### src/rtl/mem_access_ctrl.sv
// Load/store controller between EX and a byte-addressed big-endian data memory.
// Sub-word stores are read-modify-write because the memory only commits whole words.
//
// state | meaning
// IDLE  | req_ready high, waiting for a request
// RD    | mem_read high, word captured at the closing edge
// WR    | mem_write high for one full cycle, memory commits on negedge
// RESP  | resp_valid high, outputs held until resp_ready
module mem_access_ctrl #(
   parameter int MEM_BYTES = 200,
   parameter int ADDR_W    = 32,
   parameter int DATA_W    = 32
) (
   input  logic              clk,
   input  logic              rst_n,
   input  logic              req_valid,
   output logic              req_ready,
   input  logic              req_write,
   input  logic [1:0]        req_size,
   input  logic              req_signed,
   input  logic [ADDR_W-1:0] req_addr,
   input  logic [DATA_W-1:0] req_wdata,
   output logic              resp_valid,
   input  logic              resp_ready,
   output logic [DATA_W-1:0] resp_rdata,
   output logic              resp_err,
   output logic [ADDR_W-1:0] mem_addr,
   output logic [DATA_W-1:0] mem_wdata,
   output logic              mem_write,
   output logic              mem_read,
   input  logic [DATA_W-1:0] mem_rdata
);

   typedef enum logic [1:0] {IDLE, RD, WR, RESP} state_t;

   // one extra bit so addresses near the top of the space cannot wrap past the limit
   localparam logic [ADDR_W:0] LIMIT     = (ADDR_W+1)'(MEM_BYTES);
   localparam logic [ADDR_W:0] WORD_LAST = (ADDR_W+1)'(3);

   state_t            state;
   logic              op_write;
   logic [1:0]        op_size;
   logic              op_signed;
   logic [1:0]        op_off;
   logic [15:0]       op_wdata;

   logic [ADDR_W-1:0] addr_al;
   logic              req_err;
   logic [4:0]        lane_sh;
   logic [7:0]        rd_byte;
   logic [15:0]       rd_half;
   logic [DATA_W-1:0] load_val;
   logic [DATA_W-1:0] byte_mask;
   logic [DATA_W-1:0] merged;

   always_comb begin
      addr_al = {req_addr[ADDR_W-1:2], 2'b00};
      req_err = 1'b0;
      if (({1'b0, addr_al} + WORD_LAST) >= LIMIT) req_err = 1'b1;
      case (req_size)
         2'b01:   if (req_addr[0]) req_err = 1'b1;
         2'b10:   if (req_addr[1:0] != 2'b00) req_err = 1'b1;
         2'b11:   req_err = 1'b1;
         default: ;
      endcase
   end

   // big-endian lanes: byte offset k lives at [31-8k -: 8]
   always_comb begin
      lane_sh   = {~op_off, 3'b000};
      rd_byte   = 8'(mem_rdata >> lane_sh);
      rd_half   = op_off[1] ? mem_rdata[15:0] : mem_rdata[31:16];
      load_val  = mem_rdata;
      case (op_size)
         2'b00:   load_val = op_signed ? {{24{rd_byte[7]}}, rd_byte} : {24'b0, rd_byte};
         2'b01:   load_val = op_signed ? {{16{rd_half[15]}}, rd_half} : {16'b0, rd_half};
         default: ;
      endcase
      byte_mask = 32'h0000_00FF << lane_sh;
      merged    = (mem_rdata & ~byte_mask) | ({24'b0, op_wdata[7:0]} << lane_sh);
      if (op_size == 2'b01)
         merged = op_off[1] ? {mem_rdata[31:16], op_wdata} : {op_wdata, mem_rdata[15:0]};
   end

   always_ff @(posedge clk or negedge rst_n) begin
      if (!rst_n) begin
         state      <= IDLE;
         req_ready  <= 1'b0;
         resp_valid <= 1'b0;
         resp_rdata <= '0;
         resp_err   <= 1'b0;
         mem_addr   <= '0;
         mem_wdata  <= '0;
         mem_write  <= 1'b0;
         mem_read   <= 1'b0;
         op_write   <= 1'b0;
         op_size    <= 2'b00;
         op_signed  <= 1'b0;
         op_off     <= 2'b00;
         op_wdata   <= '0;
      end else begin
         case (state)
            IDLE: begin
               if (!req_ready) begin
                  req_ready <= 1'b1;
               end else if (req_valid) begin
                  req_ready <= 1'b0;
                  op_write  <= req_write;
                  op_size   <= req_size;
                  op_signed <= req_signed;
                  op_off    <= req_addr[1:0];
                  op_wdata  <= req_wdata[15:0];
                  if (req_err) begin
                     resp_valid <= 1'b1;
                     resp_err   <= 1'b1;
                     resp_rdata <= '0;
                     state      <= RESP;
                  end else begin
                     mem_addr <= addr_al;
                     if (req_write && req_size == 2'b10) begin
                        mem_wdata <= req_wdata;
                        mem_write <= 1'b1;
                        state     <= WR;
                     end else begin
                        mem_read <= 1'b1;
                        state    <= RD;
                     end
                  end
               end
            end
            RD: begin
               mem_read <= 1'b0;
               if (op_write) begin
                  mem_wdata <= merged;
                  mem_write <= 1'b1;
                  state     <= WR;
               end else begin
                  resp_valid <= 1'b1;
                  resp_err   <= 1'b0;
                  resp_rdata <= load_val;
                  state      <= RESP;
               end
            end
            WR: begin
               mem_write  <= 1'b0;
               resp_valid <= 1'b1;
               resp_err   <= 1'b0;
               resp_rdata <= '0;
               state      <= RESP;
            end
            RESP: begin
               if (resp_ready) begin
                  resp_valid <= 1'b0;
                  resp_err   <= 1'b0;
                  resp_rdata <= '0;
                  req_ready  <= 1'b1;
                  state      <= IDLE;
               end
            end
            default: state <= IDLE;
         endcase
      end
   end

endmodule

### config.mk
export PLATFORM = sky130hd
export DESIGN_NAME = mem_access_ctrl
export DESIGN_NICKNAME = d
export VERILOG_FILES = /design/src/rtl/mem_access_ctrl.sv
export SDC_FILE = /design/constraint.sdc
export NUM_CORES = 1
export LEC_CHECK = 0
export ABC_CLOCK_PERIOD_IN_PS = 2100
export CORE_MARGIN = 2
export CORE_UTILIZATION = 33
export CTS_CLUSTER_DIAMETER = 40
export DETAILED_ROUTE_END_ITERATION = 6
export DONT_BUFFER_PORTS = 1
export PLACE_DENSITY_LB_ADDON = 0.2
export SKIP_CTS_REPAIR_TIMING = 1
export SYNTH_ARGS = -nofsm -noshare
export SYNTH_HDL_FRONTEND = slang
export SYNTH_SLANG_ARGS = --single-unit
### constraint.sdc
create_clock -name clk -period 2.1 [get_ports clk]
set_input_delay 0 -clock clk [delete_from_list [all_inputs] [get_ports clk]]
set_output_delay 0 -clock clk [all_outputs]
set_load 0.05 [all_outputs]
==> metrics.yaml <==
path_clk_slew_ps: 60
cp_max_fo: 9
core_um2: 18770
start_util_pct: 33.77
r2r_cells: 4
drt_iter0_markers: 463
period_minus_slack_ps: 2002
clkSinkCount: 123
failed_checks: "hold timing"
clockBufferDepth: 2
layout_setup_ws_ps: 97.54
syn_inst: 596
nNetsFinal: 818
report.final.setup_viol: 0
rr_startpoint: "op_off[1]"
rsz0062_at_grt: "false"
crit_path_end_kind: "flip-flop"
fp.dieW_um: 142.6
antenna_found_initial: 0
routed_wl_um: 21140
finalHoldViolations: 132
firstDrtPassIters: 5
startpoint: "op_off[1]"
vias: 5227
final_area_um2: 8401
routabilityCongestion: 0.8787
hold_path.class: "primary input to async pin"
synthFlopType: "dfrtp_1"
grt_pass1_vias: 4888
vias_per_cell: 5.479
place_ws_ps: -1.175
htreeDepth: 4
n_antenna_cell: 0
hpwl_um: 14420
period_share_pct: 95.36
synth_edf_count: 0
maxSlewHeadroom_pct: 60.76
syn2layout_area_growth_pct: 32.53
fin_util_pct: 44.76
timing.hold.ws_ps: -729.7
skew_ps: 16.36
num_rows: 50
outcome: "finished, violations left"
cts_tree: "yes"
vdd_drop_max_mv: 0.9138
async_flop_share_pct: 100.0
tightest_slew_ps: 588.5
drv_cap: 0
grt_max_degree: 124
cp-endpoint: "resp_rdata[8]"
grt-ovfl-total: 0
dpl-instance-area_um2: 6729
cts-root-buf: "clkbuf_16"
cts_inserted_buffers: 17
leakage_uw: 0.003614
grt_pass1_wl_um: 29410
wire_per_inst_um: 22.16
drive_above_1_share_pct: 22.22
avgSynthCellArea_um2: 10.64
synthesis.area_um2: 6339
drc: 0
die_h_um: 142.6
synth_warnings: 0
cp.required_ps: 2380
grtUsageTotal_pct: 19.40
ys_seq_area_share_pct: 48.56
ios: 205
cp.arrival_ps: 2290
synth_cell_types: 50
drtAntennaViolNets: 0
cp-start-kind: "flip-flop"
reg2reg_slack_ps: 100
r2r_end: "resp_rdata[8]"
path_class: "flip-flop to flip-flop"
ys_ff_latch: 123
place.port_buffers: 0
insertion_delay_ps: 430
clock.fmax_mhz: 499.4
power_density_nw_per_um2: 1759
slew_viol_final: 0
die-area_um2: 20330
## synthesized netlist by cell type (2+ instances only)
cell type  count  area, µm²
a22o_1         2      17.52
o221ai_1      16      140.1
nand3b_1       9      67.56
ha_1           7      87.58
dfrtp_1      123       3078
o22ai_1       10      62.56
o31ai_1       17      127.6
a21oi_1       28      140.1
inv_1         26      97.59
buf_4          2      15.01
o21ai_2        2      17.52
o2bb2ai_1      9      78.83
clkbuf_1      26      97.59
nor2b_1       24      150.1
nand3_1        5      25.02
nor4_1         7      43.79
mux2i_1       24      240.2
o21ai_0       71      355.3
mux2_1         3      33.78
nor2_1        38      142.6
buf_1          3      11.26
buf_2         10      50.05
buf_6          3      33.78
nand2b_1      10      62.56
nand2_1       18      67.56
mux2_2        73      822.0
o311ai_0       7      61.31
## layout by cell type (no fill, tap or decap), types with 18 or more instances in the layout
master         synthesis  final
a21oi_1               28     27
buf_4                  2     28
dfrtp_1              123    122
dlygate4sd3_1          0    101
inv_1                 26     26
mux2_2                73     73
mux2i_1               24     24
nand2_1               18     18
nor2_1                38     38
nor2b_1               24     24
o21ai_0               71     71
## power by group
group,leakage (µW),internal [µW],switching [µW],total (µW)
sequential,0.00155,3310,3220,6530
clock,0.000262,1660,1140,2800
combinational,0.00180,2490,2950,5440
## state kept, by name (all words and copies together), names as in the netlist, 2 cells and up
register / count
state: 2
mem_addr: 30
op_size: 2
op_off: 2
resp_rdata: 32
mem_wdata: 32
op_wdata: 16
## through the flow
stage	instances	setup TNS, ps	power [µW]
2_1_floorplan	597	0	10060
3_3_place_gp	820	0	11470
3_5_place_dp	820	-1.175	11590
4_1_cts	852	-27.75	14450
5_1_grt	954	0	15600
6_report	954	0	14780
## cell families (layout without fill, tap and decap cells)
family,Yosys count,after routing,synth area share [%]
buffers and inverters,71,194,4.875
adder cells (fa/ha/maj),7,7,1.382
multiplexers,101,101,17.65
flip-flops,123,123,48.56
other,1,2,0.05916
AO/OA/AOI/OAI,176,176,17.94
AND/OR/NAND/NOR,117,117,9.534
## area by class of cell
cell class                      instances  area [µm²]
Clock inverter                         13       117.6
Clock buffer                           19       442.9
Fill cell                            1806       10370
Sequential cell                       123        3079
Multi-Input combinational cell        403        3039
Timing Repair Buffer                  135        1324
Tap cell                              234       292.8
Inverter                               27       105.1
## routing by layer
layer	GRT usage (%)	share of wire [%]
met1	25.97	43
met2	28.82	48
met3	6.057	7.0
met4	8.598	1.8
met5	0	0
## worst max-delay path, cell delays in order (launching register included)
cell,delay (ps)
dfrtp_1,370
mux4_2,520
and3b_1,320
o311ai_0,530
o21ai_0,130
## worst min path at each step
stage                     to  slack (ps)
2_1_floorplan   mem_addr[10]        -300
3_3_place_gp    mem_wdata[7]        -290
3_5_place_dp   mem_wdata[17]        -290
4_1_cts        mem_wdata[16]        -750
5_1_grt        mem_wdata[16]        -760
6_report        mem_wdata[6]        -730
Power figures use the tool's default switching activity.
